--- src/rtl/multicycle_controller.sv ---
// rtl/multicycle_controller.sv - Moore FSM sequencing fetch/execute/write-back for the 8-bit multicycle datapath
// Optional macro CTRL_ILLEGAL_TRAP_EN: illegal opcodes halt the core and raise illegalOp.
module multicycle_controller (
  input  logic       clk,
  input  logic       reset,
  input  logic [3:0] opcode,
  output logic       pcSelect,
  output logic       pcEnable,
  output logic       adrSelect,
  output logic       ir1En,
  output logic       ir2En,
  output logic       regSelect,
  output logic       wd3Select,
  output logic       regWrite,
  output logic       op1Sel,
  output logic       op2Sel,
  output logic       aluOutEn,
  output logic [2:0] aluControl,
  output logic       memWrite,
  output logic       halted,
  output logic       illegalOp
);

  typedef enum logic [3:0] {
    S_FETCH1, S_FETCH2, S_ALU, S_ALUWB, S_INC, S_LD, S_ST, S_JMP, S_HALT
  } state_t;

  state_t     state_q, state_d;
  logic [2:0] alu_op_q, alu_op_d;

  // ALU operation is captured at dispatch so ALU/ALUWB outputs depend only on registered state.
  always_ff @(posedge clk) begin
    if (reset) begin
      state_q  <= S_FETCH1;
      alu_op_q <= 3'b000;
    end else begin
      state_q  <= state_d;
      alu_op_q <= alu_op_d;
    end
  end

`ifdef CTRL_ILLEGAL_TRAP_EN
  logic illegal_q, illegal_d;

  always_ff @(posedge clk) begin
    if (reset) begin
      illegal_q <= 1'b0;
    end else begin
      illegal_q <= illegal_d;
    end
  end

  assign illegalOp = illegal_q & ~reset;
`else
  assign illegalOp = 1'b0;
`endif

  always_comb begin
    state_d  = state_q;
    alu_op_d = alu_op_q;
`ifdef CTRL_ILLEGAL_TRAP_EN
    illegal_d = illegal_q;
`endif
    case (state_q)
      S_FETCH1: state_d = S_FETCH2;
      S_FETCH2: begin
        alu_op_d = opcode[2:0] - 3'd1;
        case (opcode)
          4'h0:                         state_d = S_FETCH1;
          4'h1, 4'h2, 4'h3, 4'h4, 4'h5: state_d = S_ALU;
          4'h6:                         state_d = S_INC;
          4'h8:                         state_d = S_LD;
          4'h9:                         state_d = S_ST;
          4'hA:                         state_d = S_JMP;
          4'hF:                         state_d = S_HALT;
          default: begin
`ifdef CTRL_ILLEGAL_TRAP_EN
            state_d   = S_HALT;
            illegal_d = 1'b1;
`else
            state_d   = S_FETCH1;
`endif
          end
        endcase
      end
      S_ALU:   state_d = S_ALUWB;
      S_ALUWB, S_INC, S_LD, S_ST, S_JMP: state_d = S_FETCH1;
      S_HALT:  state_d = S_HALT;
      default: state_d = S_FETCH1;
    endcase
  end

  always_comb begin
    pcSelect   = 1'b0;
    pcEnable   = 1'b0;
    adrSelect  = 1'b0;
    ir1En      = 1'b0;
    ir2En      = 1'b0;
    regSelect  = 1'b0;
    wd3Select  = 1'b0;
    regWrite   = 1'b0;
    op1Sel     = 1'b0;
    op2Sel     = 1'b0;
    aluOutEn   = 1'b0;
    aluControl = 3'b000;
    memWrite   = 1'b0;
    halted     = 1'b0;
    case (state_q)
      S_FETCH1: begin
        ir1En    = 1'b1;
        op2Sel   = 1'b1;
        pcEnable = 1'b1;
      end
      S_FETCH2: begin
        ir2En    = 1'b1;
        op2Sel   = 1'b1;
        pcEnable = 1'b1;
      end
      S_ALU: begin
        regSelect  = 1'b1;
        op1Sel     = 1'b1;
        aluControl = alu_op_q;
        aluOutEn   = 1'b1;
      end
      S_ALUWB: begin
        regSelect  = 1'b1;
        op1Sel     = 1'b1;
        aluControl = alu_op_q;
        wd3Select  = 1'b1;
        regWrite   = 1'b1;
      end
      S_INC: begin
        op1Sel    = 1'b1;
        op2Sel    = 1'b1;
        aluOutEn  = 1'b1;
        wd3Select = 1'b1;
        regWrite  = 1'b1;
      end
      S_LD: begin
        adrSelect = 1'b1;
        regWrite  = 1'b1;
      end
      S_ST: begin
        adrSelect = 1'b1;
        memWrite  = 1'b1;
      end
      S_JMP: begin
        pcSelect = 1'b1;
        pcEnable = 1'b1;
      end
      S_HALT:  halted = 1'b1;
      default: ;
    endcase
    // Reset suppresses every side effect regardless of where the FSM was.
    if (reset) begin
      pcEnable = 1'b0;
      ir1En    = 1'b0;
      ir2En    = 1'b0;
      regWrite = 1'b0;
      memWrite = 1'b0;
      aluOutEn = 1'b0;
      halted   = 1'b0;
    end
  end

endmodule
--- config.mk ---
export PLATFORM = sky130hd
export DESIGN_NAME = multicycle_controller
export DESIGN_NICKNAME = d
export VERILOG_FILES = /design/src/rtl/multicycle_controller.sv
export SDC_FILE = /design/constraint.sdc
export NUM_CORES = 1
export LEC_CHECK = 0
export CAP_MARGIN = 10
export CORE_MARGIN = 2
export CORE_UTILIZATION = 45
export DETAILED_ROUTE_END_ITERATION = 8
export GPL_TIMING_DRIVEN = 0
export PLACE_DENSITY = 0.81
export SYNTH_ARGS = -nofsm -noshare
export SYNTH_HDL_FRONTEND = slang
export SYNTH_SLANG_ARGS = --single-unit
--- constraint.sdc ---
create_clock -name clk -period 2.05 [get_ports clk]
set_input_delay 0.41 -clock clk [delete_from_list [all_inputs] [get_ports clk]]
set_output_delay 0.41 -clock clk [all_outputs]
set_load 0.02 [all_outputs]
# Word-level counts from Yosys, hierarchy flattened
# Memories as Yosys holds them, arrays and structs flattened.
# Index checks and enable logic that the tools add are counted.
[word_totals]
regBits = 7
memories = 1
romBits = 64
wordCells = 43
in_bits = 6
[mem_list]
columns = ["name", "depth", "width", "rd", "rd_clocked_by_memory_dff", "write_ports", "line", "text"]
rows = [
  ["(no name shown)", 16, 4, 1, 0, 0, "68", "case (opcode)"],
]
[classes]
addsub = 1
muxes = 22
n_reduce_logical = 9
eq_ne = 8
[op_table]
columns = ["operator", "count"]
rows = [
  ["$mux 1", 20],
  ["$eq 4x3->1 const B", 4],
  ["$pmux 4 s4", 1],
  ["$reduce_or 3->1", 4],
  ["$eq 4x2->1 const B", 2],
  ["$reduce_or 2->1", 4],
  ["$eq 4x1->1 const B", 1],
  ["$eq 4x4->1 const B", 1],
  ["$logic_not 4->1", 1],
  ["$mux 3", 1],
  ["$sub 3x1->3 const B", 1],
]

# Longest topological paths before layout
# Gate-level depths: netlist (run 1).
[logic_depth]
ltp_word = 4
mapped_depth = 5

# Least setup slack after synthesis (run 1)
# No wires, ideal clock.
[synth_path]
kind = "reg2out"
startpoint = "register state_q[3]"
endpoint = "output ir1En"
arrival_time_ns = 1.435
n_path_buf = 1
required_ns = 1.640
path_slack_ns = 0.205
path_stages_with_launch = 4
cell_sequence = "dfxtp_1 -> buf_2 -> nor2_1 -> nor4b_1"
[synth_between]
elab_chain_len = 3
[synth_rtl]
columns = ["item", "line", "text"]
rows = [
  ["start, declared", "28", "state_t state_q, state_d;"],
  ["start signal, assigned", "37", "state_q <= state_d;"],
  ["$logic_not 4->1", "108", "case (state_q)"],
  ["$mux 1", "108", ""],
  ["$mux 1", "155", "if (reset) begin"],
  ["end, declared", "10", "output logic ir1En,"],
]
# Every way passes these cells.

# Worst setup path after layout (run 1)
[layout_path]
startpoint = "input reset"
endpoint = "output halted"
[layout_between]
elab_chain_len = 1
[layout_rtl]
columns = ["item", "line", "text"]
rows = [
  ["start, declared", "5", "input logic reset,"],
  ["$mux 1", "155", ""],
  ["end, declared", "20", "output logic halted,"],
]
# Every way passes these cells.

==> results.cfg, run 1 <==
[drt]
detail-route-antenna-nets = 0
route.detailed.drc = 0
vias_per_cell = 5.53
wire_per_inst_um = 13.6
drt_iter0_drc = 19
routed-via-count = 636
drt-pass1-iter-count = 4
drt_wl_total_um = 1560

[clocking]
cts_root_buf = clkbuf_4
cts_buffers = 3
clock-sinks = 7
holdBufCountCts = 0
path_clk_slew_ns = 0.05
worstSkewPairLatency_ns = 0.25
htreeDepth = 1
max-clock-path-buffers = 2
cts_tree = done

[logic_synthesis]
synth_ff_type = dfxtp_1
ys_async_sr_fraction = 0
yosysWarnings = 0
synth_edf_count = 0
syn_area_per_cell_um2 = 8.52
syn-num-nets = 85
synth_top_area_cell = dfxtp_1
ys_ff_latch = 7
seq_area_frac_synth = 0.222
synth_cells = 74
synthTopCellsByArea = dfxtp_1 22%, ha_1 9.9%, mux2_2 5.4%, nand2b_1 5.0%, a211oi_1 4.8%
synth_area_um2 = 631
synthDominantCellAreaShare = 0.222
synth_cell_types = 33

[final_layout]
n_fill_cell = 121
area_delta_synth_final_pct = 39.3
fin_nets = 112
fin_cells = 115
drive_gt1_frac = 0.310
fin_util = 0.675
antenna_cells = 0

[sta]
min_period_over_period = 0.986
setup_viol = 0
fin_crit_ns = 2.02
grt_setup_unrepaired = no
drv_slew = 0
finalHoldViolations = 0
clock_skew_ns = 0.000154
fmax_ghz = 0.495

[placement]
gp_congestion = 0.721
hpwlAfterDp_um = 1150
port_buffers = 21
numPlacedInstances = 110

[die]
io_pins = 23
die_height_um = 41.4
die_w_um = 41.4
row_count = 13
die-area_um2 = 1720
core_area_um2 = 1300
start_util = 0.485

[global_routing]
antenna_found_initial = 0
grt_overflow = 0
grt_pass1_vias = 598
grt_start_max_net_pins = 11
grt_pass1_wl_um = 2560
grt_usage = 0.184

[critical_path]
critPathRequiredTime_ns = 1.64
critPathMaxFanout = 10
critPathArrivalTime_ns = 1.61
path_class = in2out
start_kind = input pin
endpoint_kind = output pin

[outcome]
status = complete, no violations

[power]
power.leakage_nw = 0.402
ir_worst_vdd_v = 0.000466
power_density_nw_per_um2 = 512

[worst_hold_path]
hp-class = reg2reg

[job]
cap_violations = 0
cell type report:
| class | count | area, um^2 | area share |
|---|---|---|---|
| Clock buffer | 4 | 26.3 | 0.0299 |
| Sequential cell | 7 | 141 | 0.161 |
| Buffer | 7 | 51.3 | 0.0584 |
| Tap cell | 15 | 18.8 | 0.0214 |
| Multi-Input combinational cell | 57 | 449 | 0.511 |
| Inverter | 3 | 11.3 | 0.0128 |
| Timing Repair Buffer | 22 | 180 | 0.205 |
registers in the layout, indices dropped and copies added (netlist names):
| name | count |
|---|---|
| alu_op_q | 3 |
| state_q | 4 |
routing by layer:
layer	GRT usage	routed length, um	vias up
met2	0.350	847	17
met5	0	0	-
met1	0.207	646	308
met3	0.0261	57	2
li1	-	-	309
met4	0.0581	12	0
synthesized netlist by cell type (3+ instances only):
master    n
a21oi_1   3
or3_1     3
inv_1     3
buf_2     4
mux2_2    3
and3_1    3
ha_1      5
nand2b_1  5
a211oi_1  4
nor2_1    7
dfxtp_1   7
through the flow:
stage | hold WS, ns | TNS (ns) | cell area [um^2] | setup slack, ns | power, mW
CTS | 0.503 | 0 | 886 | 0.00545 | 0.450
detailed placement | 0.495 | -2.44 | 860 | -0.450 | 0.329
global placement | 0.484 | -2.21 | 860 | -0.444 | 0.325
finish | 0.497 | 0 | 878 | 0.0286 | 0.449
global route | 0.537 | 0 | 878 | 0.000891 | 0.477
floorplan | 0.474 | 0 | 631 | 0.205 | 0.266
power by group:
part	switching (mW)	total (mW)	leakage [nW]	internal, mW
sequential	0.00785	0.157	0.0577	0.149
clock	0.0526	0.127	0.0150	0.0744
combinational	0.0901	0.165	0.329	0.0754
total	0.151	0.449	0.402	0.299
cells by family (layout without fill, tap and decap cells):
logic type / Yosys count / count (layout) / synth area share
flops: 7 / 7 / 0.222
mux: 4 / 4 / 0.0774
simple gates: 35 / 35 / 0.385
buf+inv: 10 / 36 / 0.0794
xor+xnor: 2 / 2 / 0.0278
compound gates: 10 / 10 / 0.103
other cells: 1 / 1 / 0.00595
fa+ha+maj: 5 / 5 / 0.0992
critical path, stage by stage:
cell and delay [ns]:
clkdlybuf4s50_1 0.44, buf_2 0.21, nor4_2 0.25, clkdlybuf4s15_2 0.30
final timing paths:
path,from,endpoint,slack (ns),cells after the start
max,reset,halted,0.03,4
min,alu_op_q[1],alu_op_q[1],0.50,2
max reg2reg,state_q[1],alu_op_q[2],0.76,5
min reg2reg,alu_op_q[1],alu_op_q[1],0.50,2
repair_timing:
item                       in CTS  in global routing
pin swaps                       1                  0
setup endpoints to repair      16                  6
gates cloned                    0                  0
setup buffers                   1                  0
hold endpoints to repair        0                  0
gates resized for setup        42                  8
cell usage in the layout, fill, tap and decap left out, drive strengths merged:
| cell type | instances |
|---|---|
| nand4 | 1 |
| and2 | 2 |
| buf | 11 |
| inv | 3 |
| nand3b | 1 |
| o22ai | 1 |
| conb | 1 |
| nand2b | 6 |
| o21a | 1 |
| clkbuf | 7 |
| ha | 5 |
| or3 | 3 |
| a21oi | 3 |
| nor3 | 2 |
| clkdlybuf4s50 | 5 |
| clkdlybuf4s15 | 2 |
| xnor2 | 2 |
| a211oi | 4 |
| nor2 | 7 |
| dlygate4sd2 | 8 |
| and3 | 3 |
| nor4b | 3 |
| nor4 | 3 |
| and2b | 1 |
| mux2 | 4 |
| or3b | 1 |
| a31oi | 1 |
| dfxtp | 7 |
| nand2 | 2 |
Note: power is estimated with default switching activity, not from simulation.
==> run 2: changes to the inputs <==
Settings changed: SLEW_MARGIN from default to 5.
==> results of run 2 <==
Final layout, timing and power as in run 1 (identical DEF).
